### src/rtl/k2_pkg.sv
// k2_pkg: shared FSM states, instruction field map and decoded-instruction type for the K2 sequencer
package k2_pkg;
  typedef enum logic [2:0] {
    S_IDLE,
    S_FETCH,
    S_EXEC,
    S_STEP_WAIT,
    S_HALT
  } state_t;
  localparam int J_BIT = 7;
  localparam int C_BIT = 6;
  localparam int D_HI = 5;
  localparam int D_LO = 4;
  localparam int SREG_BIT = 3;
  localparam int IMM_HI = 2;
  localparam logic [1:0] DST_RA = 2'b00;
  localparam logic [1:0] DST_RB = 2'b01;
  localparam logic [1:0] DST_RO = 2'b10;
  localparam logic [1:0] DST_NONE = 2'b11;
  typedef struct packed {
    logic is_data;
    logic is_jmp;
    logic is_jcf;
    logic is_hlt;
    logic [1:0] dst;
    logic sreg;
    logic [2:0] imm;
  } decoded_t;
endpackage

### src/rtl/k2_instr_decode.sv
// k2_instr_decode: splits an instruction word into instruction class flags and datapath fields
module k2_instr_decode
  import k2_pkg::*;
#(
  parameter int INSTR_W = 8
) (
  input  logic [INSTR_W-1:0] ir,
  output decoded_t           dec
);
  logic j, c, no_dst;
  always_comb begin
    j = ir[J_BIT];
    c = ir[C_BIT];
    no_dst = ir[D_HI:D_LO] == DST_NONE;
    dec.dst = ir[D_HI:D_LO];
    dec.sreg = ir[SREG_BIT];
    dec.imm = ir[IMM_HI:0];
    dec.is_data = !j && !no_dst;
    dec.is_jmp = j && !c && !no_dst;
    dec.is_jcf = j && c && !no_dst;
    dec.is_hlt = j && no_dst;
  end
endmodule

### src/rtl/k2_sequencer.sv
// k2_sequencer: fetch/execute controller owning the PC, instruction fetch, decode, carry jumps and run/halt/step control
module k2_sequencer
  import k2_pkg::*;
#(
  parameter int ADDR_W = 4,
  parameter int INSTR_W = 8
) (
  input  logic               clk,
  input  logic               rst,
  input  logic               start,
  input  logic               halt_req,
  input  logic               step_mode,
  input  logic               step,
  output logic [ADDR_W-1:0]  imem_addr,
  output logic               imem_req,
  input  logic               imem_ready,
  input  logic [INSTR_W-1:0] imem_data,
  input  logic               cf,
  input  logic               zf,
  output logic               dp_we,
  output logic [1:0]         dp_dst,
  output logic               dp_sreg,
  output logic [2:0]         dp_imm,
  output logic               running,
  output logic               halted
);
  state_t state, state_nxt;
  logic [ADDR_W-1:0] pc, pc_nxt;
  logic [INSTR_W-1:0] ir;
  logic cf_q, zf_q, jump;
  decoded_t dec;
  k2_instr_decode #(.INSTR_W(INSTR_W)) u_dec (
    .ir (ir),
    .dec(dec)
  );
  always_comb begin
    jump = dec.is_jmp || (dec.is_jcf && cf_q);
    pc_nxt = jump ? ADDR_W'(dec.imm) : pc + ADDR_W'(1);
    state_nxt = state;
    case (state)
      S_IDLE, S_HALT: state_nxt = start ? S_FETCH : state;
      S_FETCH:        state_nxt = imem_ready ? S_EXEC : S_FETCH;
      S_EXEC:         state_nxt = (dec.is_hlt || halt_req) ? S_HALT : step_mode ? S_STEP_WAIT : S_FETCH;
      S_STEP_WAIT:    state_nxt = halt_req ? S_HALT : step ? S_FETCH : S_STEP_WAIT;
      default:        state_nxt = S_IDLE;
    endcase
  end
  always_ff @(posedge clk) begin
    if (rst) begin
      state <= S_IDLE;
      pc <= '0;
      ir <= '0;
      cf_q <= 1'b0;
      zf_q <= 1'b0;
    end else begin
      state <= state_nxt;
      if (state == S_FETCH && imem_ready) ir <= imem_data;
      if (state == S_EXEC) begin
        pc <= pc_nxt;
        if (dec.is_data) begin
          cf_q <= cf;
          zf_q <= zf;
        end else if (dec.is_jcf && cf_q) begin
          cf_q <= 1'b0;
        end
      end
    end
  end
  assign imem_addr = pc;
  assign imem_req = state == S_FETCH;
  assign dp_we = state == S_EXEC && dec.is_data;
  assign dp_dst = dec.dst;
  assign dp_sreg = dec.sreg;
  assign dp_imm = dec.imm;
  assign running = state inside {S_FETCH, S_EXEC, S_STEP_WAIT};
  assign halted = state == S_HALT;
endmodule

### config.mk
export PLATFORM = sky130hd
export DESIGN_NAME = k2_sequencer
export DESIGN_NICKNAME = d
export VERILOG_FILES = /design/src/rtl/k2_pkg.sv /design/src/rtl/k2_instr_decode.sv /design/src/rtl/k2_sequencer.sv
export SDC_FILE = /design/constraint.sdc
export NUM_CORES = 1
export LEC_CHECK = 0
export ABC_CLOCK_PERIOD_IN_PS = 2230
export CORE_MARGIN = 5
export CORE_UTILIZATION = 42
export CTS_CLUSTER_SIZE = 14
export DETAILED_ROUTE_END_ITERATION = 7
export PLACE_DENSITY = 0.77
export SETUP_SLACK_MARGIN = 0.4
export SLEW_MARGIN = 5
export SYNTH_ARGS = -nofsm -noshare
export SYNTH_HDL_FRONTEND = slang
export SYNTH_SLANG_ARGS = --single-unit
export TNS_END_PERCENT = 1
### constraint.sdc
create_clock -name clk -period 2.23 [get_ports clk]
set_clock_uncertainty 0.2 [all_clocks]
set_input_delay 0.446 -clock clk [delete_from_list [all_inputs] [get_ports clk]]
set_output_delay 0.446 -clock clk [all_outputs]
set_load 0.05 [all_outputs]
* Yosys cells after proc, flatten, opt, wreduce, memory -nomap -nowiden *
Cells that the tools add are included.

storage, ports and cells
  input bits = 17
  flip-flop bits (word level) = 16

cells by class
  reduce and logical (&&, ||, !) cells = 19
  equality and inequality tests = 6
  $add $sub $neg = 1
  multiplexer cells = 10

operators by type and width
  kind                   number
  $pmux W3 S4            1
  $logic_and A1 B1 Y1    9
  $mux W3                3
  $eq A3 B2 Y1 const B   2
  $mux W2                3
  $add A4 B1 Y4 const B  1
  $mux W4                1
  $eq A3 B1 Y1 const B   1
  $eq A3 B3 Y1 const B   1
  $logic_not A1 Y1       3
  $logic_not A3 Y1       1
  $reduce_bool A3 Y1     1
  $eq A2 B2 Y1 const B   1
  $logic_or A1 B1 Y1     2
  $mux W1                2
  $ne A2 B2 Y1 const B   1
  $reduce_and A2 Y1      1
  $reduce_bool A2 Y1     1
  $reduce_or A2 Y1       1

* Logic depth before layout (Yosys ltp) *
Gate-level depths: netlist of the first run.

  depth in word-level cells = 6
  depth in mapped cells = 6
  depth with buffers taken out = 4

* By module *
A second synthesis of the first run with hierarchy kept.

unflattened totals
  cell total of the unflattened synthesis = 102
  area, all modules = 885.8 um^2

modules (own cells, without submodules)
  module           cells an instance  instances  area each (um^2)
  k2_sequencer     90                 1          803.3
  k2_instr_decode  12                 1          82.6

* Least setup slack after synthesis of the first run *
No wires, ideal clock.

  path type = register to output
  start point = register state[0]
  end point = output port dp_we
  cell stages (with the launch flop) = 5
  setup slack = -0.522 ns
  data required time = 1.584 ns
  arrival = 2.106 ns
  path through = dfxtp_1 > buf_6 > or3b_1 > buf_6 > nor3b_1

between the ends
  longest elaborated chain between the ends = 2

RTL lines
  element                 line                text
  from (decl)             k2_sequencer.sv:27  state_t state, state_nxt;
  from (signal assigned)  k2_sequencer.sv:56  state <= state_nxt;
  $eq A3 B2 Y1            k2_sequencer.sv:71  assign dp_we = state == S_EXEC && dec.is_data;
  $logic_and A1 B1 Y1     k2_sequencer.sv:71
  to (decl)               k2_sequencer.sv:20  output logic dp_we,

Every way passes these cells.

* Worst setup path in the final report of the first run *
  start point = register ir[1]
  end point = output port dp_imm[1]

RTL lines
  element                 line                text
  from (decl)             k2_sequencer.sv:29  logic [INSTR_W-1:0] ir;
  from (signal assigned)  k2_sequencer.sv:57  if (state == S_FETCH && imem_ready) ir <= imem_data;
  to (decl)               k2_sequencer.sv:23  output logic [2:0] dp_imm,

No word-level cell between the ends.

==> reports/metrics.json, run 1 <==
{
  "run_status": "finished, final reports clean",
  "io_pins": 31,
  "worst_ep_required_time_ns": 1.58,
  "maximum_number_of_pins_on_one_net_before_global_route_repair": 11,
  "routed_wl_mm": 2.13,
  "finalCoreUtilization_pct": 63.8,
  "critPathArrivalTime_ns": 1.46,
  "final.min_clock_period_ns": 2.11,
  "first_iter_violations": 17,
  "rsz_0062_raised_after_global_routing": "yes",
  "timing.critical_path.max_delay_family": "buffers and inverters",
  "synth.avg_cell_area_sq_um": 7.66,
  "synth.net_count": 124,
  "dpl_cell_area_sq_mm": 0.00116,
  "ctsHoldBuffers": 0,
  "delay_of_the_slowest_critical_path_stage_ns": 0.81,
  "placement_rows": 16,
  "post-synth-top-area-fraction_pct": 39.4,
  "critPathKind": "reg -> out",
  "post_drt_wl_per_cell_microns": 13.1,
  "grtUsageTotal_pct": 17.3,
  "timing.final.setup_violations": 0,
  "area_growth_pct": 49.5,
  "fp.dieW_microns": 54.0,
  "clock_sink_count": 16,
  "worst_hold_path_type": "reg -> reg",
  "max_cap_viol_count": 0,
  "crit_slowest_cell": "clkdlybuf4s50_1",
  "fp.dieH_microns": 54.0,
  "clk-insertion-delay-late_ns": 0.29,
  "synth-edff-count": 0,
  "grt_pass1_wl_mm": 3.62,
  "hpwlAfterDp_mm": 1.66,
  "ctsLongestPathBuffers": 2,
  "cts_tree": "yes",
  "diodes": 0,
  "nets": 154,
  "cp_max_fo": 3,
  "cp_num_buf_inv": 1,
  "avgViaCountPerCell": 5.03,
  "synth.top_cells.by_area": "dfxtp_1 39%, nand2_1 10%, a21oi_1 4.9%",
  "number_of_global_route_vias_before_repair": 832,
  "cellLeakagePower_nw": 0.486,
  "hold_path.startpoint": "ir[3]$_SDFFE_PP0N_",
  "drc_errors": 0,
  "fp.dieArea_sq_mm": 0.00291,
  "initial_core_util_pct": 42.7,
  "most_repeated_cell_in_the_gate_level_netlist_after_synthesis": "nand2_1",
  "pwr_density_cell_mw_per_mm2": 590,
  "reg2reg_slack_ns": 0.41,
  "fin_setup_tns_ns": 0,
  "io_buffer_count": 29,
  "hold_slack_ns": 0.263,
  "ys_seq_area_share_pct": 39.4,
  "worst-r2r-cell-count": 4,
  "overflow": 0,
  "yosys_warnings": 0,
  "core_region_sq_mm": 0.00190,
  "timing.fmax_ghz": 0.474,
  "timing.final.hold_violations": 0,
  "worst_r2r_startpoint": "state[2]$_SDFFE_PP0P_",
  "total_power_mw": 0.717,
  "final_min_period_over_clock_period_pct": 94.6,
  "final_area_sq_mm": 0.00121,
  "antenna_found_initial": 0,
  "tightest_slew_ns": 0.561,
  "hold-path-cell-count": 2,
  "synth_cell_types": 27,
  "final_antenna_net_count": 0,
  "firstDrtPassIters": 4,
  "gp_congestion": 0.825,
  "final-max-slew-violation-count": 0,
  "yosys_most_used_dff": "dfxtp_1",
  "synth_area_leader_cell": "dfxtp_1",
  "worst_ir_drop_vdd_uv": 615,
  "timing.slew.headroom_pct": 62.5,
  "synth.cell_area_sq_um": 812,
  "crit_chain": "clkdlybuf4s50_1",
  "ctsHtreeMaxLevel": 1,
  "vias": 815,
  "numCtsBuffers": 3,
  "path_clk_slew_ns": 0.09,
  "netlist_top_cells_count": "22 x nand2_1, 16 x dfxtp_1, 8 x a21oi_1",
  "netlist_instances": 106,
  "worst_min_delay_path_endpoint": "ir[3]$_SDFFE_PP0N_",
  "synth-async-reset-ratio_pct": 0,
  "synth.ff_latch_count": 16,
  "capture_point_of_the_worst_reg_to_reg_path": "imem_addr[3]$_SDFFE_PP0P_",
  "critical_path.startpoint_type": "flip-flop",
  "drive_gt1_share_pct": 14.1,
  "worstSetupEndpointType": "primary output",
  "clockRootBuffer": "clkbuf_4"
}
layer usage:
| layer | global-route usage (%) | vias to the layer above | part of all wire [%] |
|---|---|---|---|
| met1 | 20.5 | 372 | 45 |
| met4 | 3.73 | 0 | 0.33 |
| met2 | 30.2 | 20 | 50 |
| met3 | 5.82 | 2 | 5.4 |
| met5 | 0 | - | 0 |
| li1 | - | 421 | - |
how the worst max path moves through the flow:
stage | slack (ns) | cells after the start | to | from
global route | 0.07 | 3 | dp_we | state[1]$_SDFFE_PP0P_
finish | 0.12 | 1 | dp_imm[1] | ir[1]$_SDFFE_PP0N_
detailed placement | 0.29 | 4 | imem_addr[3]$_SDFFE_PP0P_ | state[2]$_SDFFE_PP0P_
CTS | 0.10 | 3 | dp_we | state[2]$_SDFFE_PP0P_
global placement | 0.32 | 3 | dp_we | state[2]$_SDFFE_PP0P_
floorplan | 0.18 | 4 | dp_we | state[0]$_SDFFE_PP0P_
metrics by stage:
step | worst slack, ns | instances
floorplan | 0.181 | 106
CTS | 0.102 | 162
detailed placement | 0.294 | 156
finish | 0.121 | 162
global placement | 0.320 | 156
global route | 0.0706 | 162
layout make-up:
cell class                      count  area (sq um)
Inverter                            3          11.3
Tap cell                           27          33.8
Clock buffer                        4          36.3
Sequential cell                    16           324
Timing Repair Buffer               35           369
Multi-Input combinational cell     77           439
Fill cell                         177           688
tightest hold or removal path, stage by stage, from the launching register on:
cell     delay, ns
dfxtp_1       0.32
nand2_1       0.05
a21oi_1       0.06
report_power, final:
part | switching (mW) | total [mW] | internal [mW]
Sequential | 0.0131 | 0.314 | 0.301
Combinational | 0.121 | 0.212 | 0.0907
Clock | 0.0914 | 0.191 | 0.0994
cells in the final DEF, fill, tap and decap left out, types with 4 or more instances in the layout:
| master | n |
|---|---|
| nand2_1 | 22 |
| clkdlybuf4s50_1 | 17 |
| dfxtp_1 | 15 |
| a21oi_1 | 8 |
| dlygate4sd2_1 | 7 |
| nor2_1 | 6 |
| nand3_1 | 6 |
| buf_4 | 6 |
| buf_12 | 4 |
flip-flops by register name (all words and copies together) (netlist names):
| register | count |
|---|---|
| cf_q | 1 |
| state | 3 |
| imem_addr | 4 |
| ir | 8 |
kinds of logic after synthesis:
logic type | after synthesis | synth area share [%]
AO/OA/AOI/OAI | 21 | 15.6
AND/OR/NAND/NOR | 55 | 33.3
buffers and inverters | 13 | 10.2
adder cells (fa/ha/maj) | 1 | 1.54
flip-flops | 16 | 39.4
repair_timing:
item                                    CTS  global route
buffers inserted                          2             0
endpoints found under the setup margin   16            16
gates resized for setup                  10             1
pin swaps                                 2             1
No activity file was read; power rests on OpenSTA's default activity.
==> run 2, diff against run 1 <==
--- a/config.mk
+++ b/config.mk
@@ -6,11 +6,9 @@
 export NUM_CORES = 1
 export LEC_CHECK = 0
 export ABC_CLOCK_PERIOD_IN_PS = 2230
-export CORE_MARGIN = 5
 export CORE_UTILIZATION = 42
-export CTS_CLUSTER_SIZE = 14
 export DETAILED_ROUTE_END_ITERATION = 7
-export PLACE_DENSITY = 0.77
+export PLACE_DENSITY = 0.78
 export SETUP_SLACK_MARGIN = 0.4
 export SLEW_MARGIN = 5
 export SYNTH_ARGS = -nofsm -noshare
==> reports/metrics.json, run 2 (synthesis results as in run 1) <==
{
  "timing.fmax": {"value": 0.468, "unit": "GHz", "change": "-1.3%"},
  "crit_chain": "or3b_4 -> nor3b_4 -> buf_12",
  "ctsHoldBuffers": {"value": 0, "change": "unchanged"},
  "dpl_cell_area": {"value": 0.00115, "unit": "sq mm", "change": "-0.86%"},
  "clk-insertion-delay-late": {"value": 0.29, "unit": "ns", "change": "about the same"},
  "cellLeakagePower": {"value": 0.481, "unit": "nW", "change": "-0.93%"},
  "number_of_global_route_vias_before_repair": {"value": 724, "change": "-13%"},
  "worst_hold_path_type": "reg -> reg",
  "hold_path.startpoint": "ir[3]$_SDFFE_PP0N_",
  "total_power": {"value": 0.717, "unit": "mW", "change": "about the same"},
  "area_growth_pct": 49.8,
  "final_min_period_over_clock_period": {"value": 95.9, "unit": "%", "change": "+1.3 points"},
  "power_switching": {"value": 0.224, "unit": "mW", "change": "-0.55%"},
  "final_antenna_net_count": {"value": 0, "change": "unchanged"},
  "routed_wl": {"value": 1.94, "unit": "mm", "change": "-8.9%"},
  "capture_point_of_the_worst_reg_to_reg_path": "imem_addr[3]$_SDFFE_PP0P_",
  "core_region": {"value": 0.00176, "unit": "sq mm", "change": "-7.2%"},
  "mostFrequentLayoutCell": "nand2_1",
  "antenna_found_initial": {"value": 0, "change": "unchanged"},
  "drive_gt1_share": {"value": 14.8, "unit": "%", "change": "+0.74 points"},
  "grtUsageTotal": {"value": 21.6, "unit": "%", "change": "+4.2 points"},
  "pwr_density_cell": {"value": 590, "unit": "mW/mm^2", "change": "-0.12%"},
  "pwr-share-seq": {"value": 43.9, "unit": "%", "change": "about the same"},
  "worst_setup_path_startpoint": "state[2]$_SDFFE_PP0P_",
  "delay_of_the_slowest_critical_path_stage": {"value": 0.41, "unit": "ns", "change": "-0.40 ns"},
  "nets": {"value": 154, "change": "unchanged"},
  "clock_power_share": {"value": 26.9, "unit": "%", "change": "+0.3 points"},
  "overflow": {"value": 0, "change": "unchanged"},
  "final.min_clock_period": {"value": 2.14, "unit": "ns", "change": "+0.0287 ns"},
  "cp_num_buf_inv": {"value": 1, "change": "unchanged"},
  "met2_wirelength": {"value": 902, "unit": "microns", "change": "-15%"},
  "timing.slew.headroom": {"value": 64.0, "unit": "%", "change": "+1.5 points"},
  "fin_setup_tns": {"value": 0, "unit": "ns", "change": "unchanged"},
  "grt_pass1_wl": {"value": 3.24, "unit": "mm", "change": "-10%"},
  "critical_path_cell_count": {"value": 3, "change": "+2"},
  "wl_on_met1": {"value": 930, "unit": "microns", "change": "-2.0%"},
  "worst_r2r_startpoint": "state[2]$_SDFFE_PP0P_",
  "tightest_slew": {"value": 0.539, "unit": "ns", "change": "-0.0217 ns"},
  "portion_of_total_power_attributed_to_combinational_logic": {"value": 29.2, "unit": "%", "change": "-0.4 points"},
  "firstDrtPassIters": {"value": 4, "change": "unchanged"},
  "fp.dieW": {"value": 46.0, "unit": "microns", "change": "-15%"},
  "detailroute.wirelength.met3": {"value": 95, "unit": "microns", "change": "-17%"},
  "final_area": {"value": 0.00122, "unit": "sq mm", "change": "+0.21%"},
  "fp.dieH": {"value": 46.0, "unit": "microns", "change": "-15%"},
  "number_of_flip_flops_under_the_largest_register_name": {"value": 8, "change": "unchanged"},
  "finalCoreUtilization": {"value": 68.9, "unit": "%", "change": "+5.1 points"},
  "hold_slack": {"value": 0.268, "unit": "ns", "change": "+0.00457 ns"},
  "cts_tree": "yes",
  "io_pins": {"value": 31, "change": "unchanged"},
  "dr.max_layer_used": "met4",
  "timing.critical_path.max_delay_family": "simple AND/OR/NAND/NOR gates",
  "hold-path-cell-count": {"value": 2, "change": "unchanged"},
  "vias": {"value": 821, "change": "+0.74%"},
  "internal-power": {"value": 0.493, "unit": "mW", "change": "+0.37%"},
  "worstSetupEndpointType": "primary output",
  "clock_sink_count": {"value": 16, "change": "unchanged"},
  "worst-r2r-cell-count": {"value": 4, "change": "unchanged"},
  "critPathKind": "reg -> out",
  "top_register": "ir",
  "drc_errors": {"value": 0, "change": "unchanged"},
  "crit_slowest_cell": "or3b_4",
  "first_iter_violations": {"value": 8, "change": "-9"},
  "timing.final.hold_violations": {"value": 0, "change": "unchanged"},
  "max_cap_viol_count": {"value": 0, "change": "unchanged"},
  "fp.dieArea": {"value": 0.00211, "unit": "sq mm", "change": "-27%"},
  "worst_ep_required_time": {"value": 1.58, "unit": "ns", "change": "about the same"},
  "numCtsBuffers": {"value": 3, "change": "unchanged"},
  "ctsHtreeMaxLevel": {"value": 1, "change": "unchanged"},
  "ctsLongestPathBuffers": {"value": 2, "change": "unchanged"},
  "critPathArrivalTime": {"value": 1.49, "unit": "ns", "change": "+0.03 ns"},
  "gp_congestion": {"value": 0.781, "change": "-5.3%"},
  "run_status": "finished, final reports clean",
  "hpwlAfterDp": {"value": 1.41, "unit": "mm", "change": "-15%"},
  "diodes": {"value": 0, "change": "unchanged"},
  "worst_ir_drop_vdd": {"value": 352, "unit": "uV", "change": "-43%"},
  "final-max-slew-violation-count": {"value": 0, "change": "unchanged"},
  "maximum_number_of_pins_on_one_net_before_global_route_repair": {"value": 15, "change": "+4"},
  "critical_path.startpoint_type": "flip-flop",
  "io_buffer_count": {"value": 29, "change": "unchanged"},
  "path_clk_slew": {"value": 0.09, "unit": "ns", "change": "about the same"},
  "timing.final.setup_violations": {"value": 0, "change": "unchanged"},
  "avgViaCountPerCell": {"value": 5.13, "change": "+2.0%"},
  "switching_share": {"value": 31.3, "unit": "%", "change": "-0.20 points"},
  "cp_max_fo": {"value": 2, "change": "-1"},
  "reg2reg_slack": {"value": 0.40, "unit": "ns", "change": "about the same"},
  "post_drt_wl_per_cell": {"value": 12.1, "unit": "microns", "change": "-7.8%"},
  "rsz_0062_raised_after_global_routing": "yes",
  "initial_core_util": {"value": 46.0, "unit": "%", "change": "+3.3 points"},
  "clockRootBuffer": "clkbuf_4",
  "worst_min_delay_path_endpoint": "ir[3]$_SDFFE_PP0N_",
  "placement_rows": {"value": 15, "change": "-1"},
  "most-common-layout-cells": "22 x nand2_1, 18 x clkdlybuf4s50_1, 14 x dfxtp_1"
}
## run 2: how the worst max path moves through the flow
stage | to | slack, ns
6_report | dp_we | 0.09
3_3_place_gp | dp_we | 0.32
5_1_grt | dp_we | 0.04
4_1_cts | dp_we | 0.10
2_1_floorplan | dp_we | 0.18
3_5_place_dp | imem_addr[3]$_SDFFE_PP0P_ | 0.31
## run 2: metrics by stage
stage | std cells | worst slack [ns]
after floorplan | 106 | 0.181
after global routing | 160 | 0.0406
after global placement | 153 | 0.320
after CTS | 160 | 0.104
after detailed placement | 153 | 0.308
final | 160 | 0.0925
## run 2: power by group through the flow
stage          combinational, mW  sequential, mW  clock (mW)
5_1_grt                    0.224           0.317       0.212
4_1_cts                    0.211           0.315       0.195
2_1_floorplan              0.111           0.340           0
6_report                   0.209           0.315       0.193
3_3_place_gp               0.201           0.326           0
3_5_place_dp               0.203           0.327           0
## run 2: tightest hold or removal path, cell delays in order, from the launching register on
cell,delay (ns)
dfxtp_1,0.33
nand2_1,0.05
a21oi_1,0.05
## run 2: routing by layer
| metal | track usage [%] | vias to the layer above |
|---|---|---|
| met4 | 5.29 | 0 |
| met2 | 33.0 | 21 |
| li1 | - | 424 |
| met1 | 29.7 | 374 |
| met3 | 5.95 | 2 |
| met5 | 0 | - |
## run 2: area by class of cell
type	instances	area, sq um
multi-input cells	77	439
flip-flops and latches	16	328
fillers	175	548
repair buffers	35	370
inverters	3	11.3
clock buffers	4	36.3
well taps	25	31.3
## run 2: repair_timing
action                     4_1_cts  5_1_grt
pin swaps                        1        1
buffers inserted                 3        0
resized for setup               11        1
setup endpoints to repair       15       15
==> run 3, diff against run 2 <==
--- a/config.mk
+++ b/config.mk
@@ -10,7 +10,7 @@
 export DETAILED_ROUTE_END_ITERATION = 7
 export PLACE_DENSITY = 0.78
 export SETUP_SLACK_MARGIN = 0.4
-export SLEW_MARGIN = 5
+export SLEW_MARGIN = 15
 export SYNTH_ARGS = -nofsm -noshare
 export SYNTH_HDL_FRONTEND = slang
 export SYNTH_SLANG_ARGS = --single-unit
==> results of run 3 <==
The final DEF is identical to that of run 2; final timing and power are the same.
